<file path="config.mk">
export PLATFORM = sky130hd
export DESIGN_NAME = fetch_flat
export DESIGN_NICKNAME = d
export VERILOG_FILES = /design/src/rtl/ecap5_dproc_pkg.sv /design/src/rtl/fetch_if.sv /design/src/rtl/fetch.sv /design/src/flat_wrapper.sv
export SDC_FILE = /design/constraint.sdc
export NUM_CORES = 1
export LEC_CHECK = 0
export BUFFER_PORTS_ARGS = -buffer_cell sky130_fd_sc_hd__buf_2
export CORE_MARGIN = 4
export CORE_UTILIZATION = 53
export DETAILED_ROUTE_END_ITERATION = 8
export PLACE_DENSITY = 0.89
export RECOVER_POWER = 100
export REMOVE_ABC_BUFFERS = 1
export SETUP_SLACK_MARGIN = 0.5
export SLEW_MARGIN = 40
export SYNTH_ARGS = -nofsm -noshare
export SYNTH_HDL_FRONTEND = slang
export SYNTH_SLANG_ARGS = --single-unit
</file>
<file path="constraint.sdc">
create_clock -name clk_i -period 5.4 [get_ports clk_i]
set_input_delay 1.08 -clock clk_i [delete_from_list [all_inputs] [get_ports clk_i]]
set_output_delay 1.08 -clock clk_i [all_outputs]
set_load 0.01 [all_outputs]
</file>
<file path="src/rtl/ecap5_dproc_pkg.sv">
// Shared constants and types for the ecap5 data-processor pipeline.
// Holds the fetch-stage vectors, pc step and FSM state encoding.
package ecap5_dproc_pkg;

   localparam logic [31:0] BOOT_ADDRESS      = 32'h00000000;
   localparam logic [31:0] INTERRUPT_ADDRESS = 32'hFF00000A;
   localparam logic [31:0] PC_INCREMENT      = 32'd4;

   typedef enum logic [1:0] {
      FETCH_REQUEST  = 2'd0,
      FETCH_WAIT_ACK = 2'd1,
      FETCH_HOLD     = 2'd2
   } fetch_state_t;

   // Interrupts win over branches when both redirect in the same cycle.
   function automatic logic [31:0] redirect_target(input logic irq,
                                                   input logic [31:0] branch_target);
      logic [31:0] target;
      if (irq) begin
         target = INTERRUPT_ADDRESS;
      end else begin
         target = branch_target;
      end
      return target;
   endfunction

endpackage

</file>
<file path="src/rtl/fetch_if.sv">
// Pipelined Wishbone read port used by the fetch stage.
// The master modport is the fetch side, the slave modport is memory.
interface fetch_if;
   import ecap5_dproc_pkg::*;

   logic [31:0] wb_adr_o;
   logic        wb_cyc_o;
   logic        wb_stb_o;
   logic [31:0] wb_dat_i;
   logic        wb_ack_i;
   logic        wb_stall_i;

   modport master (
      output wb_adr_o, wb_cyc_o, wb_stb_o,
      input  wb_dat_i, wb_ack_i, wb_stall_i
   );

   modport slave (
      input  wb_adr_o, wb_cyc_o, wb_stb_o,
      output wb_dat_i, wb_ack_i, wb_stall_i
   );
endinterface

</file>
<file path="src/rtl/fetch.sv">
// Instruction fetch: one outstanding Wishbone read at a time, a one-entry
// output buffer towards decode, and branch/interrupt redirection.
module fetch
   import ecap5_dproc_pkg::*;
(
   input  logic        clk_i,
   input  logic        rst_i,
   input  logic        irq_i,
   input  logic        branch_i,
   input  logic [31:0] branch_target_i,
   input  logic        output_ready_i,
   output logic        output_valid_o,
   output logic [31:0] instr_o,
   output logic [31:0] pc_o,
   fetch_if.master     wb
);

   fetch_state_t state_r, state_s;
   logic [31:0]  pc_r, pc_s;
   logic         discard_r, discard_s;
   logic         valid_r, valid_s;
   logic [31:0]  instr_r, instr_s;
   logic [31:0]  pc_out_r, pc_out_s;
   logic         cyc_r, cyc_s;
   logic         stb_r, stb_s;
   logic [31:0]  adr_r, adr_s;
   logic         redirect_s;
   logic [31:0]  target_s;

   // Next-state and next-output computation; every output is registered.
   always_comb begin
      state_s    = state_r;
      pc_s       = pc_r;
      discard_s  = discard_r;
      valid_s    = valid_r;
      instr_s    = instr_r;
      pc_out_s   = pc_out_r;
      cyc_s      = cyc_r;
      stb_s      = stb_r;
      adr_s      = adr_r;
      redirect_s = irq_i | branch_i;
      target_s   = redirect_target(irq_i, branch_target_i);

      case (state_r)
         FETCH_REQUEST: begin
            if (redirect_s) begin
               pc_s = target_s;
            end else begin
               pc_s = pc_r;
            end
            // A strobe already on the bus and not stalled has been taken;
            // any redirect now has to throw its response away.
            if (stb_r && !wb.wb_stall_i) begin
               state_s   = FETCH_WAIT_ACK;
               stb_s     = 1'b0;
               cyc_s     = 1'b1;
               discard_s = redirect_s;
            end else begin
               stb_s = 1'b1;
               cyc_s = 1'b1;
               adr_s = pc_s;
            end
         end
         FETCH_WAIT_ACK: begin
            stb_s = 1'b0;
            cyc_s = 1'b1;
            if (wb.wb_ack_i) begin
               cyc_s     = 1'b0;
               discard_s = 1'b0;
               if (discard_r || redirect_s) begin
                  state_s = FETCH_REQUEST;
                  pc_s    = redirect_s ? target_s : pc_r;
               end else begin
                  state_s  = FETCH_HOLD;
                  valid_s  = 1'b1;
                  instr_s  = wb.wb_dat_i;
                  pc_out_s = pc_r;
                  pc_s     = pc_r + PC_INCREMENT;
               end
            end else if (redirect_s) begin
               pc_s      = target_s;
               discard_s = 1'b1;
            end else begin
               discard_s = discard_r;
            end
         end
         FETCH_HOLD: begin
            cyc_s = 1'b0;
            stb_s = 1'b0;
            if (redirect_s) begin
               pc_s    = target_s;
               valid_s = 1'b0;
               state_s = FETCH_REQUEST;
            end else if (output_ready_i) begin
               valid_s = 1'b0;
               state_s = FETCH_REQUEST;
            end else begin
               valid_s = 1'b1;
            end
         end
         default: begin
            state_s   = FETCH_REQUEST;
            discard_s = 1'b0;
            valid_s   = 1'b0;
            cyc_s     = 1'b0;
            stb_s     = 1'b0;
         end
      endcase
   end

   // State, pc and output registers.
   always_ff @(posedge clk_i or posedge rst_i) begin
      if (rst_i) begin
         state_r   <= FETCH_REQUEST;
         pc_r      <= BOOT_ADDRESS;
         discard_r <= 1'b0;
         valid_r   <= 1'b0;
         instr_r   <= 32'h00000000;
         pc_out_r  <= 32'h00000000;
         cyc_r     <= 1'b0;
         stb_r     <= 1'b0;
         adr_r     <= 32'h00000000;
      end else begin
         state_r   <= state_s;
         pc_r      <= pc_s;
         discard_r <= discard_s;
         valid_r   <= valid_s;
         instr_r   <= instr_s;
         pc_out_r  <= pc_out_s;
         cyc_r     <= cyc_s;
         stb_r     <= stb_s;
         adr_r     <= adr_s;
      end
   end

   assign output_valid_o = valid_r;
   assign instr_o        = instr_r;
   assign pc_o           = pc_out_r;
   assign wb.wb_adr_o    = adr_r;
   assign wb.wb_cyc_o    = cyc_r;
   assign wb.wb_stb_o    = stb_r;

endmodule

</file>
<file path="src/flat_wrapper.sv">
// flat-port wrapper written by rule: the top's interface ports become plain ports
module fetch_flat import ecap5_dproc_pkg::*;
  (clk_i, rst_i, irq_i, branch_i, branch_target_i, output_ready_i, output_valid_o, instr_o, pc_o, wb_wb_adr_o, wb_wb_cyc_o, wb_wb_stb_o, wb_wb_dat_i, wb_wb_ack_i, wb_wb_stall_i);
  fetch_if wb_i ();
  input  logic clk_i;
  input  logic rst_i;
  input  logic irq_i;
  input  logic branch_i;
  input  logic [31:0] branch_target_i;
  input  logic output_ready_i;
  output logic output_valid_o;
  output logic [31:0] instr_o;
  output logic [31:0] pc_o;
  output wire logic [$bits(wb_i.wb_adr_o)-1:0] wb_wb_adr_o;
  output wire logic [$bits(wb_i.wb_cyc_o)-1:0] wb_wb_cyc_o;
  output wire logic [$bits(wb_i.wb_stb_o)-1:0] wb_wb_stb_o;
  input wire logic [$bits(wb_i.wb_dat_i)-1:0] wb_wb_dat_i;
  input wire logic [$bits(wb_i.wb_ack_i)-1:0] wb_wb_ack_i;
  input wire logic [$bits(wb_i.wb_stall_i)-1:0] wb_wb_stall_i;
  assign wb_wb_adr_o = wb_i.wb_adr_o;
  assign wb_wb_cyc_o = wb_i.wb_cyc_o;
  assign wb_wb_stb_o = wb_i.wb_stb_o;
  assign wb_i.wb_dat_i = wb_wb_dat_i;
  assign wb_i.wb_ack_i = wb_wb_ack_i;
  assign wb_i.wb_stall_i = wb_wb_stall_i;
  fetch u_core (.clk_i(clk_i), .rst_i(rst_i), .irq_i(irq_i), .branch_i(branch_i), .branch_target_i(branch_target_i), .output_ready_i(output_ready_i), .output_valid_o(output_valid_o), .instr_o(instr_o), .pc_o(pc_o), .wb(wb_i));
endmodule
</file>
==> impl_results.md <==
* DR DRC count at 0
* Share of the synthesized area in the top cell type at 52.2%
* Final setup viols at 0
* Slew Viols, Final at 86
* Antenna diodes at 0
* Setup Skew at 0.00462 ns
* CP max stage delay at 0.86 ns
* Highest metal used: met4
* Dominant cell type by area after synthesis: dfrtp_1
* PortBufs at 169
* WL met3 at 1.11 mm
* Drt via density at 5.95
* Pre-antenna DRT Iters at 4
* Postcts setup bufs at 0
* Seq/Total Area, Yosys at 52.2%
* Post-cts resize count at 0
* M1 WL at 6.60 mm
* Largest net degree at the start of global routing at 88
* Fillers at 963
* Post-route ant nets at 0
* Hold Buf Count CTS at 0
* Routability Congestion at 0.883
* CTS tree: done
* Worst path cell trace: clkbuf_1 > or4b_1 > or3_1 > a21oi_2 > o22ai_1 > a311oi_1
* Hold Crit Class: flop to flop
* Routed len/inst at 18.2 um
* Share of cells above drive strength 1 at 24.4%
* HPWL Detailed at 11.2 mm
* Synth warn at 0
* Commonest non-fill, non-tap cells in the layout: dfrtp_1, clkbuf_1, mux2_2, buf_2, nor2_1
* Delay-heaviest family, CP: simple AND/OR/NAND/NOR gates
* Number of CTS-inserted buffers at 17
* Fin. Hold Viols at 0
* Max Buffers Root-to-Sink at 2
* RSZ-0062 raised after global routing: false
* Clock Sinks at 134
* Via count at 5271
* Clk slew on worst S/H paths at 0.05 ns
* Dpl ws at 1.84 ns
* Pleak at 3.39 nW
* Cell count after synthesis at 581
* Post-synth top flop: dfrtp_1
* Crit Path Category: input port to flop
* CP Buf/Inv Count at 1
* Syn avg cell area at 11.0 sq um
* Mapped Area at 6420 sq um
* Most area-consuming cells after synthesis: dfrtp_1, mux2_2, mux2i_1, nor2_1, nand2_1
* Post-synth cell types at 56
* Core Box Area at 11600 sq um
* CTS H-tree lvls at 4
* Fin Setup TNS at 0 ns
* Worst-margin pin slew at 2.56 ns
* Vias in the first global route at 5315
* Pwr/cell area at 507 nW/um^2
* Worst skew pair latency at 0.41 ns
* Root Driver: clkbuf_16
* First-pass GRT wire length at 26.7 mm
* Ys async rst share at 100%
* EDFF count, synth at 0
* Post-Route WL at 16.1 mm
* Status: complete, but fails checks
* DR WL met2 at 8.10 mm
* Final net count at 809
* Initial Util at 55.3%
* Max-cap viol count at 2
* Die width at 118 um
* Die area at 13900 sq um
* Final setup margin at 1.34 ns
* Min Clock Period, post-route at 4.06 ns
* DR iter-0 viols at 429
* CP Data Required Time at 5.71 ns
* Max transition margin at -70.8%
* Worst-path fanout max at 38
* P&R area growth vs syn at 19.5%
* I/O pin total at 170
* Violated checks: capacitance limit, slew limit
* Final worst-path cycle share at 75.1%
* Critical Path End Type: flop
* # rows at 39
* Die height at 118 um
* Fmax at 247 MHz
* Worst Path Arrival at 4.37 ns
* Worst vdd ir at 263 uV
* GRT overflow at 0
* Tot GR Track Use at 23.7%
* Initial antenna violation count at 0
* Slowest CP cell: or3_1
* Post-synthesis register bit count at 134
* Kind of start point of the critical path: input port
* Leading cell type in the layout, fill and taps excluded: dfrtp_1
==> where the power goes <==
part | leakage, nW | internal, mW | switching, mW
Clock | 0.246 | 0.599 | 0.396
Sequential | 1.67 | 1.40 | 0.265
Combinational | 1.48 | 0.528 | 0.702
==> final timing paths <==
| check | from | to | slack (ns) | depth (start not counted) |
|---|---|---|---|---|
| min reg2reg | u_core.wb.wb_adr_o[19] | u_core.wb.wb_adr_o[19] | 0.47 | 2 |
| max | irq_i | u_core.pc_r[29] | 1.34 | 6 |
| max reg2reg | u_core.state_r[0] | u_core.discard_r | 1.96 | 8 |
| min in group asynchronous | rst_i | u_core.instr_o[14] | 0.79 | 2 |
| max in group asynchronous | rst_i | u_core.wb.wb_adr_o[23] | 1.78 | 3 |
| min | u_core.wb.wb_adr_o[19] | u_core.wb.wb_adr_o[19] | 0.47 | 2 |
==> metal layers <==
layer	up-vias	GRT usage, %
met5	-	0
met3	24	5.57
li1	2428	-
met4	0	9.45
met1	2599	29.5
met2	220	39.9
==> flip-flops by register name, indices dropped and copies added, names as in the netlist <==
register and cells:
u_core.pc_o 32, u_core.state_r 2, u_core.wb.wb_adr_o 32, u_core.discard_r 1
u_core.instr_o 32, u_core.output_valid_o 1, u_core.wb.wb_stb_o 1, u_core.wb.wb_cyc_o 1
u_core.pc_r 32
==> area by class of cell <==
class | instances | area [sq um] | area share (%)
flip-flops and latches | 134 | 3350 | 43.7
inverters | 10 | 45.0 | 0.587
repair buffers | 175 | 748 | 9.76
clock inverters | 5 | 27.5 | 0.359
clock buffers | 24 | 472 | 6.15
well taps | 143 | 179 | 2.33
multi-input cells | 395 | 2840 | 37.1
==> worst reg2reg max path, cell delays in order, from the launching register on <==
cell      delay (ns)
dfrtp_1         0.45
inv_1           0.10
ha_1            0.30
o21ai_0         0.10
clkbuf_1        0.96
inv_1           0.84
nor2_1          0.35
a21oi_1         0.10
a31oi_1         0.15
==> cells in the mapped netlist, types with 2 or more instances <==
library cell and number:
dfrtp_1 134, mux2_2 79, nor2_1 45, nand2_1 40
o21ai_0 27, a21oi_1 26, clkbuf_1 25, mux2i_1 22
a31oi_1 13, o22a_1 13, a211oi_1 12, nor3_1 12
nor2b_1 11, inv_1 10, nand3_1 9, buf_1 8
o22ai_1 8, o31ai_1 8, and3_1 7, buf_2 6
nor4_1 6, ha_1 5, nand4_1 5, a41oi_1 4
nand2b_1 4, o21a_1 4, and2_1 3, buf_6 3
and4_1 2, nand4b_1 2, nor4_2 2, o211ai_1 2
==> metrics by stage <==
stage	instance area, sq um	hold slack (ns)	power, mW	utilization [%]	instances
3_5_place_dp	7320	0.460	3.01	63.0	857
6_report	7670	0.474	3.89	66.0	886
2_1_floorplan	6230	0.493	2.41	-	539
3_3_place_gp	7310	0.459	2.93	63.0	857
4_1_cts	7820	0.472	4.01	67.3	886
5_1_grt	7670	0.511	4.13	66.0	886
==> logic make-up after synthesis <==
family	Yosys count	synth area share [%]
flops	134	52.2
compound gates	132	13.6
simple gates	157	12.4
buf+inv	52	3.51
fa+ha+maj	5	0.975
mux	101	17.3
(Power assumes the default switching activity.)
